### src/rtl/oled_pkg.sv
// rtl/oled_pkg.sv - shared types, constants and mode helpers for the OLED init sequencer
package oled_pkg;

  typedef enum logic [2:0] {
    ST_IDLE,
    ST_SEND_ADDR,
    ST_SEND_CTRL,
    ST_SEND_CMD,
    ST_SEND_DATA,
    ST_WAIT_ACK,
    ST_RETRY,
    ST_FINISH
  } state_t;

  localparam logic [1:0] MODE_INIT      = 2'd0;
  localparam logic [1:0] MODE_INIT_FILL = 2'd1;
  localparam logic [1:0] MODE_FILL      = 2'd2;
  localparam logic [1:0] MODE_OFF       = 2'd3;

  localparam logic [7:0] CTRL_CMD  = 8'h00;
  localparam logic [7:0] CTRL_DATA = 8'h40;
  localparam logic [7:0] NOP       = 8'hE3;

  localparam int INIT_FIRST = 0;
  localparam int INIT_LAST  = 19;
  localparam int WIN_FIRST  = 20;
  localparam int WIN_LAST   = 25;
  localparam int OFF_IDX    = 26;

  function automatic int range_first(input logic [1:0] m);
    case (m)
      MODE_FILL: return WIN_FIRST;
      MODE_OFF:  return OFF_IDX;
      default:   return INIT_FIRST;
    endcase
  endfunction

  function automatic int range_last(input logic [1:0] m);
    case (m)
      MODE_INIT: return INIT_LAST;
      MODE_OFF:  return OFF_IDX;
      default:   return WIN_LAST;
    endcase
  endfunction

  function automatic logic has_fill(input logic [1:0] m);
    return (m == MODE_INIT_FILL) || (m == MODE_FILL);
  endfunction

endpackage

### src/rtl/oled_cmd_rom.sv
// rtl/oled_cmd_rom.sv - combinational SSD1306 command table, NOP beyond the defined entries
module oled_cmd_rom
  import oled_pkg::*;
#(
  parameter int CMD_DEPTH = 32,
  parameter int CMD_AW    = $clog2(CMD_DEPTH)
) (
  input  logic [CMD_AW-1:0] idx,
  output logic [7:0]        data
);

  always_comb begin
    data = NOP;
    if (int'(idx) < CMD_DEPTH) begin
      case (int'(idx))
        0:  data = 8'hA8;
        1:  data = 8'h3F;
        2:  data = 8'hD3;
        3:  data = 8'h00;
        4:  data = 8'h40;
        5:  data = 8'hA0;
        6:  data = 8'hC0;
        7:  data = 8'hDA;
        8:  data = 8'h02;
        9:  data = 8'h81;
        10: data = 8'h7F;
        11: data = 8'hA4;
        12: data = 8'hA6;
        13: data = 8'hD5;
        14: data = 8'h80;
        15: data = 8'h8D;
        16: data = 8'h14;
        17: data = 8'h20;
        18: data = 8'h00;
        19: data = 8'hAF;
        // addressing window: full column and page range
        20: data = 8'h21;
        21: data = 8'h00;
        22: data = 8'h7F;
        23: data = 8'h22;
        24: data = 8'h00;
        25: data = 8'h07;
        26: data = 8'hAE;
        default: data = NOP;
      endcase
    end
  end

endmodule

### src/rtl/oled_init_sequencer.sv
// rtl/oled_init_sequencer.sv - streams framed SSD1306 I2C write transactions with ACK check and retry
module oled_init_sequencer
  import oled_pkg::*;
#(
  parameter logic [6:0] SLAVE_ADDR   = 7'h3C,
  parameter int         CMD_DEPTH    = 32,
  parameter int         FILL_BYTES   = 1024,
  parameter logic [7:0] FILL_PATTERN = 8'h00,
  parameter int         MAX_RETRY    = 3,
  parameter int         CMD_AW       = $clog2(CMD_DEPTH)
) (
  input  logic              CLK,
  input  logic              RST,
  input  logic              start,
  input  logic [1:0]        mode,
  output logic              tx_valid,
  input  logic              tx_ready,
  output logic [7:0]        tx_data,
  output logic              tx_start,
  output logic              tx_stop,
  input  logic              ack_valid,
  input  logic              ack_nack,
  output logic              busy,
  output logic              done,
  output logic              error,
  output logic [1:0]        retry_count,
  output logic [CMD_AW-1:0] cmd_index
);

  localparam int         FW        = $clog2(FILL_BYTES + 1);
  localparam logic [7:0] ADDR_BYTE = {SLAVE_ADDR, 1'b0};

  state_t            state_q, state_d, sent_q, sent_d;
  logic [1:0]        mode_q, mode_d, retry_q, retry_d;
  logic [CMD_AW-1:0] idx_q, idx_d, rom_idx;
  logic [FW-1:0]     fill_q, fill_d;
  logic              in_fill_q, in_fill_d;
  logic              tx_valid_q, tx_valid_d, tx_start_q, tx_start_d, tx_stop_q, tx_stop_d;
  logic [7:0]        tx_data_q, tx_data_d, rom_data;
  logic              busy_q, busy_d, done_q, done_d, error_q, error_d;

  // ROM is addressed with the index the next command byte will carry
  assign rom_idx = (sent_q == ST_SEND_CMD) ? idx_q + CMD_AW'(1) : idx_q;

  oled_cmd_rom #(.CMD_DEPTH(CMD_DEPTH), .CMD_AW(CMD_AW)) u_rom (
    .idx  (rom_idx),
    .data (rom_data)
  );

  always_comb begin
    state_d    = state_q;
    sent_d     = sent_q;
    mode_d     = mode_q;
    retry_d    = retry_q;
    idx_d      = idx_q;
    fill_d     = fill_q;
    in_fill_d  = in_fill_q;
    tx_valid_d = tx_valid_q;
    tx_data_d  = tx_data_q;
    tx_start_d = tx_start_q;
    tx_stop_d  = tx_stop_q;
    busy_d     = busy_q;
    done_d     = 1'b0;
    error_d    = error_q;
    case (state_q)
      ST_IDLE: begin
        if (start) begin
          mode_d     = mode;
          idx_d      = CMD_AW'(range_first(mode));
          fill_d     = '0;
          retry_d    = '0;
          in_fill_d  = 1'b0;
          busy_d     = 1'b1;
          error_d    = 1'b0;
          state_d    = ST_SEND_ADDR;
          tx_valid_d = 1'b1;
          tx_data_d  = ADDR_BYTE;
          tx_start_d = 1'b1;
          tx_stop_d  = 1'b0;
        end
      end
      ST_SEND_ADDR, ST_SEND_CTRL, ST_SEND_CMD, ST_SEND_DATA: begin
        if (tx_ready) begin
          tx_valid_d = 1'b0;
          sent_d     = state_q;
          state_d    = ST_WAIT_ACK;
        end
      end
      ST_WAIT_ACK: begin
        if (ack_valid && ack_nack) begin
          if (int'(retry_q) < MAX_RETRY) begin
            retry_d = retry_q + 2'd1;
            state_d = ST_RETRY;
          end else begin
            error_d = 1'b1;
            busy_d  = 1'b0;
            state_d = ST_IDLE;
          end
        end else if (ack_valid) begin
          tx_valid_d = 1'b1;
          tx_start_d = 1'b0;
          tx_stop_d  = 1'b0;
          case (sent_q)
            ST_SEND_ADDR: begin
              state_d   = ST_SEND_CTRL;
              tx_data_d = in_fill_q ? CTRL_DATA : CTRL_CMD;
            end
            ST_SEND_CTRL, ST_SEND_CMD: begin
              if (!in_fill_q && !(sent_q == ST_SEND_CMD && tx_stop_q)) begin
                state_d   = ST_SEND_CMD;
                idx_d     = rom_idx;
                tx_data_d = rom_data;
                tx_stop_d = (rom_idx == CMD_AW'(range_last(mode_q)));
              end else if (in_fill_q) begin
                state_d   = ST_SEND_DATA;
                fill_d    = '0;
                tx_data_d = FILL_PATTERN;
                tx_stop_d = (FILL_BYTES == 1);
              end else if (has_fill(mode_q)) begin
                state_d    = ST_SEND_ADDR;
                in_fill_d  = 1'b1;
                retry_d    = '0;
                tx_data_d  = ADDR_BYTE;
                tx_start_d = 1'b1;
              end else begin
                state_d    = ST_FINISH;
                tx_valid_d = 1'b0;
                busy_d     = 1'b0;
                done_d     = 1'b1;
              end
            end
            default: begin
              if (tx_stop_q) begin
                state_d    = ST_FINISH;
                tx_valid_d = 1'b0;
                busy_d     = 1'b0;
                done_d     = 1'b1;
              end else begin
                state_d   = ST_SEND_DATA;
                fill_d    = fill_q + FW'(1);
                tx_data_d = FILL_PATTERN;
                tx_stop_d = (fill_d == FW'(FILL_BYTES - 1));
              end
            end
          endcase
        end
      end
      ST_RETRY: begin
        idx_d      = CMD_AW'(range_first(mode_q));
        fill_d     = '0;
        state_d    = ST_SEND_ADDR;
        tx_valid_d = 1'b1;
        tx_data_d  = ADDR_BYTE;
        tx_start_d = 1'b1;
        tx_stop_d  = 1'b0;
      end
      default: state_d = ST_IDLE;
    endcase
  end

  always_ff @(posedge CLK) begin
    if (RST) begin
      state_q    <= ST_IDLE;
      sent_q     <= ST_IDLE;
      mode_q     <= '0;
      retry_q    <= '0;
      idx_q      <= '0;
      fill_q     <= '0;
      in_fill_q  <= 1'b0;
      tx_valid_q <= 1'b0;
      tx_data_q  <= '0;
      tx_start_q <= 1'b0;
      tx_stop_q  <= 1'b0;
      busy_q     <= 1'b0;
      done_q     <= 1'b0;
      error_q    <= 1'b0;
    end else begin
      state_q    <= state_d;
      sent_q     <= sent_d;
      mode_q     <= mode_d;
      retry_q    <= retry_d;
      idx_q      <= idx_d;
      fill_q     <= fill_d;
      in_fill_q  <= in_fill_d;
      tx_valid_q <= tx_valid_d;
      tx_data_q  <= tx_data_d;
      tx_start_q <= tx_start_d;
      tx_stop_q  <= tx_stop_d;
      busy_q     <= busy_d;
      done_q     <= done_d;
      error_q    <= error_d;
    end
  end

  assign tx_valid    = tx_valid_q;
  assign tx_data     = tx_data_q;
  assign tx_start    = tx_start_q;
  assign tx_stop     = tx_stop_q;
  assign busy        = busy_q;
  assign done        = done_q;
  assign error       = error_q;
  assign retry_count = retry_q;
  assign cmd_index   = idx_q;

endmodule

### config.mk
export PLATFORM = sky130hd
export DESIGN_NAME = oled_init_sequencer
export DESIGN_NICKNAME = d
export VERILOG_FILES = /design/src/rtl/oled_pkg.sv /design/src/rtl/oled_cmd_rom.sv /design/src/rtl/oled_init_sequencer.sv
export SDC_FILE = /design/constraint.sdc
export NUM_CORES = 1
export LEC_CHECK = 0
export ABC_AREA = 0
export BUFFER_PORTS_ARGS = -buffer_cell sky130_fd_sc_hd__buf_2
export CAP_MARGIN = 20
export CORE_MARGIN = 3
export CORE_UTILIZATION = 56
export CTS_CLUSTER_DIAMETER = 50
export CTS_CLUSTER_SIZE = 25
export DETAILED_ROUTE_END_ITERATION = 7
export GPL_ROUTABILITY_DRIVEN = 1
export PLACE_DENSITY_LB_ADDON = 0.1
export SYNTH_ARGS = -nofsm -noshare
export SYNTH_HDL_FRONTEND = slang
export SYNTH_HIERARCHICAL = 1
export SYNTH_SLANG_ARGS = --single-unit
### constraint.sdc
create_clock -name CLK -period 7.45 [get_ports CLK]
set_clock_uncertainty 0.1 [all_clocks]
set_input_delay 0.3725 -clock CLK [delete_from_list [all_inputs] [get_ports CLK]]
set_output_delay 0.3725 -clock CLK [all_outputs]
set_load 0.01 [all_outputs]
==> results_dict.tcl <==
set metrics [dict create \
    synth_top_area_share_pct 25.8 \
    cp_max_fo 13 \
    cts_max_level 2 \
    setup_viol 0 \
    path_clk_slew_ns 0.09 \
    fillers 473 \
    worst_setup_path_start_kind "register" \
    power_density_nw_per_um2 194 \
    yosysSeqAreaShare_pct 25.8 \
    clk_latency_ns 0.30 \
    synth_cells 413 \
    p_leak_nw 1.28 \
    path_class "register to register" \
    critPathCaptureType "register" \
    clk_path_buf_depth 2 \
    antenna_found_initial 0 \
    min_period_over_period_pct 40.6 \
    cts_buffers 5 \
    grt_start_max_net_pins 37 \
    ir_drop_uv 201 \
    grt_pass1_wl_mm 12.7 \
    fin_nets 442 \
    post_cts_buffers 0 \
    wire_per_inst_um 15.6 \
    synth_edf_count 0 \
    period_minus_slack_ns 3.02 \
    hold_class "input pin to register" \
    cts_root_buf "clkbuf_8" \
    status "finished, final reports clean" \
    finalMaxSlewViolations 0 \
    avgSynthCellArea_um2 7.70 \
    track_usage_pct 24.2 \
    grt_pass1_vias 2716 \
    worst_slew_pin_slew_ns 0.756 \
    vias_per_cell 6.27 \
    yosys_warnings 6 \
    final_common_cell "dfxtp_1" \
    synth.area.top_cells "dfxtp_1 (26%), ha_1 (5.9%), a21oi_1 (5.8%), o21ai_0 (3.9%), nor2_1 (3.9%)" \
    die_h_um 81.4 \
    postCtsResizedCells 0 \
    core_um2 5300 \
    syn-cell-area_um2 3180 \
    rows 26 \
    synthArstFlopShare_pct 0 \
    synth_nets 436 \
    yosys_register_bits 41 \
    crit_required_ns 7.54 \
    portBuffers 28 \
    regArea_um2 821 \
    gr-total-overflow 0 \
    fmax_ghz 0.331 \
    gp_congestion 0.927 \
    start_util_pct 60.0 \
    drt_first_iter_violations 290 \
    maxCapViolCount 0 \
    mostFrequentLayoutCells "dfxtp_1 (41), a21oi_1 (37), nor2_1 (33)" \
    multi_input_area_um2 2150 \
    tns_ns 0 \
    grt_setup_unrepaired "no" \
    hold_violations 0 \
    drc 0 \
    io_pins 29 \
    ant_nets 0 \
    dieArea_um2 6620 \
    relSlewSlack_pct 49.2 \
    cts_tree "yes" \
    holdBufCountCts 0 \
    area_growth_pct 5.19 \
    yosysTopAreaCell "dfxtp_1" \
    holdWs_ns 0.215 \
    dr_total_vias 3072 \
    synth_cell_types 67 \
    cts.sinks 41 \
    hpwl_mm 5.41 \
    firstDrtPassIters 5 \
    p_total_mw 0.649 \
    totalWireLength_mm 7.64 \
    drive_gt1_share_pct 11.0 \
    antennaDiodeCount 0 \
    arrival_ns 3.11 \
    die_w_um 81.4 \
    synthFlopType "dfxtp_1" \
]
==> flip-flops by register name, summed over array words and instances (netlist names), 2 cells and up <==
signal	cells
retry_count	2
cmd_index	5
tx_data	8
sent_q	3
mode_q	2
fill_q	11
state_q	3
==> cells in the mapped netlist, types with 7 or more instances <==
cell type,n
dfxtp_1,41
o21ai_0,25
ha_1,15
nand2_1,31
a31oi_1,11
nor3_1,13
nor2b_1,14
nor2_1,33
nand3b_1,7
inv_1,10
a21oi_1,37
o211ai_1,8
nand3_1,10
buf_2,8
nand2b_1,10
clkbuf_1,17
==> area by class of cell <==
type | count | area share (%)
sequential | 41 | 24.5
clock buffer | 6 | 2.17
timing repair buffer | 31 | 4.86
clock inverter | 2 | 0.299
tap | 70 | 2.62
inverter | 11 | 1.23
multi-input combinational | 329 | 64.3
==> where the power goes <==
part,internal (mW),total [mW],switching [mW],leakage (nW)
clock,0.0651,0.147,0.0815,0.0450
sequential,0.238,0.268,0.0302,0.334
combinational,0.0970,0.234,0.137,0.906
total,0.400,0.649,0.249,1.28
==> metal layers <==
metal,share of wire [%],track usage [%],vias to the layer above
li1,-,-,1526
met1,48,33.0,1419
met2,44,38.1,107
met3,6.2,4.66,20
met4,2.4,8.45,0
met5,0,0,-
==> worst paths after layout <==
kind         slack (ns)      start         end  depth (start not counted)
max                4.43  sent_q[1]  tx_data[6]                         11
min                0.21    mode[1]   mode_q[1]                          3
max reg2reg        4.43  sent_q[1]  tx_data[6]                         11
min reg2reg        0.38   tx_valid    tx_valid                          2
==> worst max-delay path, cell delays in order (launching register included) <==
cell and delay [ns]:
dfxtp_1 0.56, nand3b_1 0.21, xnor2_1 0.55, inv_1 0.21, ha_1 0.35, nor2_1 0.13, nor2_1 0.05, a22o_1 0.23
o21ai_0 0.16, o22a_1 0.14, o21ai_0 0.08, o211a_1 0.14
==> metrics by stage <==
step                setup slack [ns]  instance area [um2]  util [%]  std cells
CTS                             4.45                 3350      63.1        490
finish                          4.43                 3350      63.1        490
global route                    4.14                 3350      63.1        490
global placement                4.61                 3260      61.6        482
floorplan                       4.87                 3180         -        413
detailed placement              4.47                 3260      61.6        482
==> logic make-up after synthesis <==
family | count (synthesis) | share of synthesized area [%]
compound gates | 133 | 27.4
xor+xnor | 12 | 3.74
fa+ha+maj | 15 | 5.90
buf+inv | 43 | 6.57
flops | 41 | 25.8
mux | 6 | 1.93
simple gates | 163 | 28.7
No activity file was read; power rests on OpenSTA's default activity.
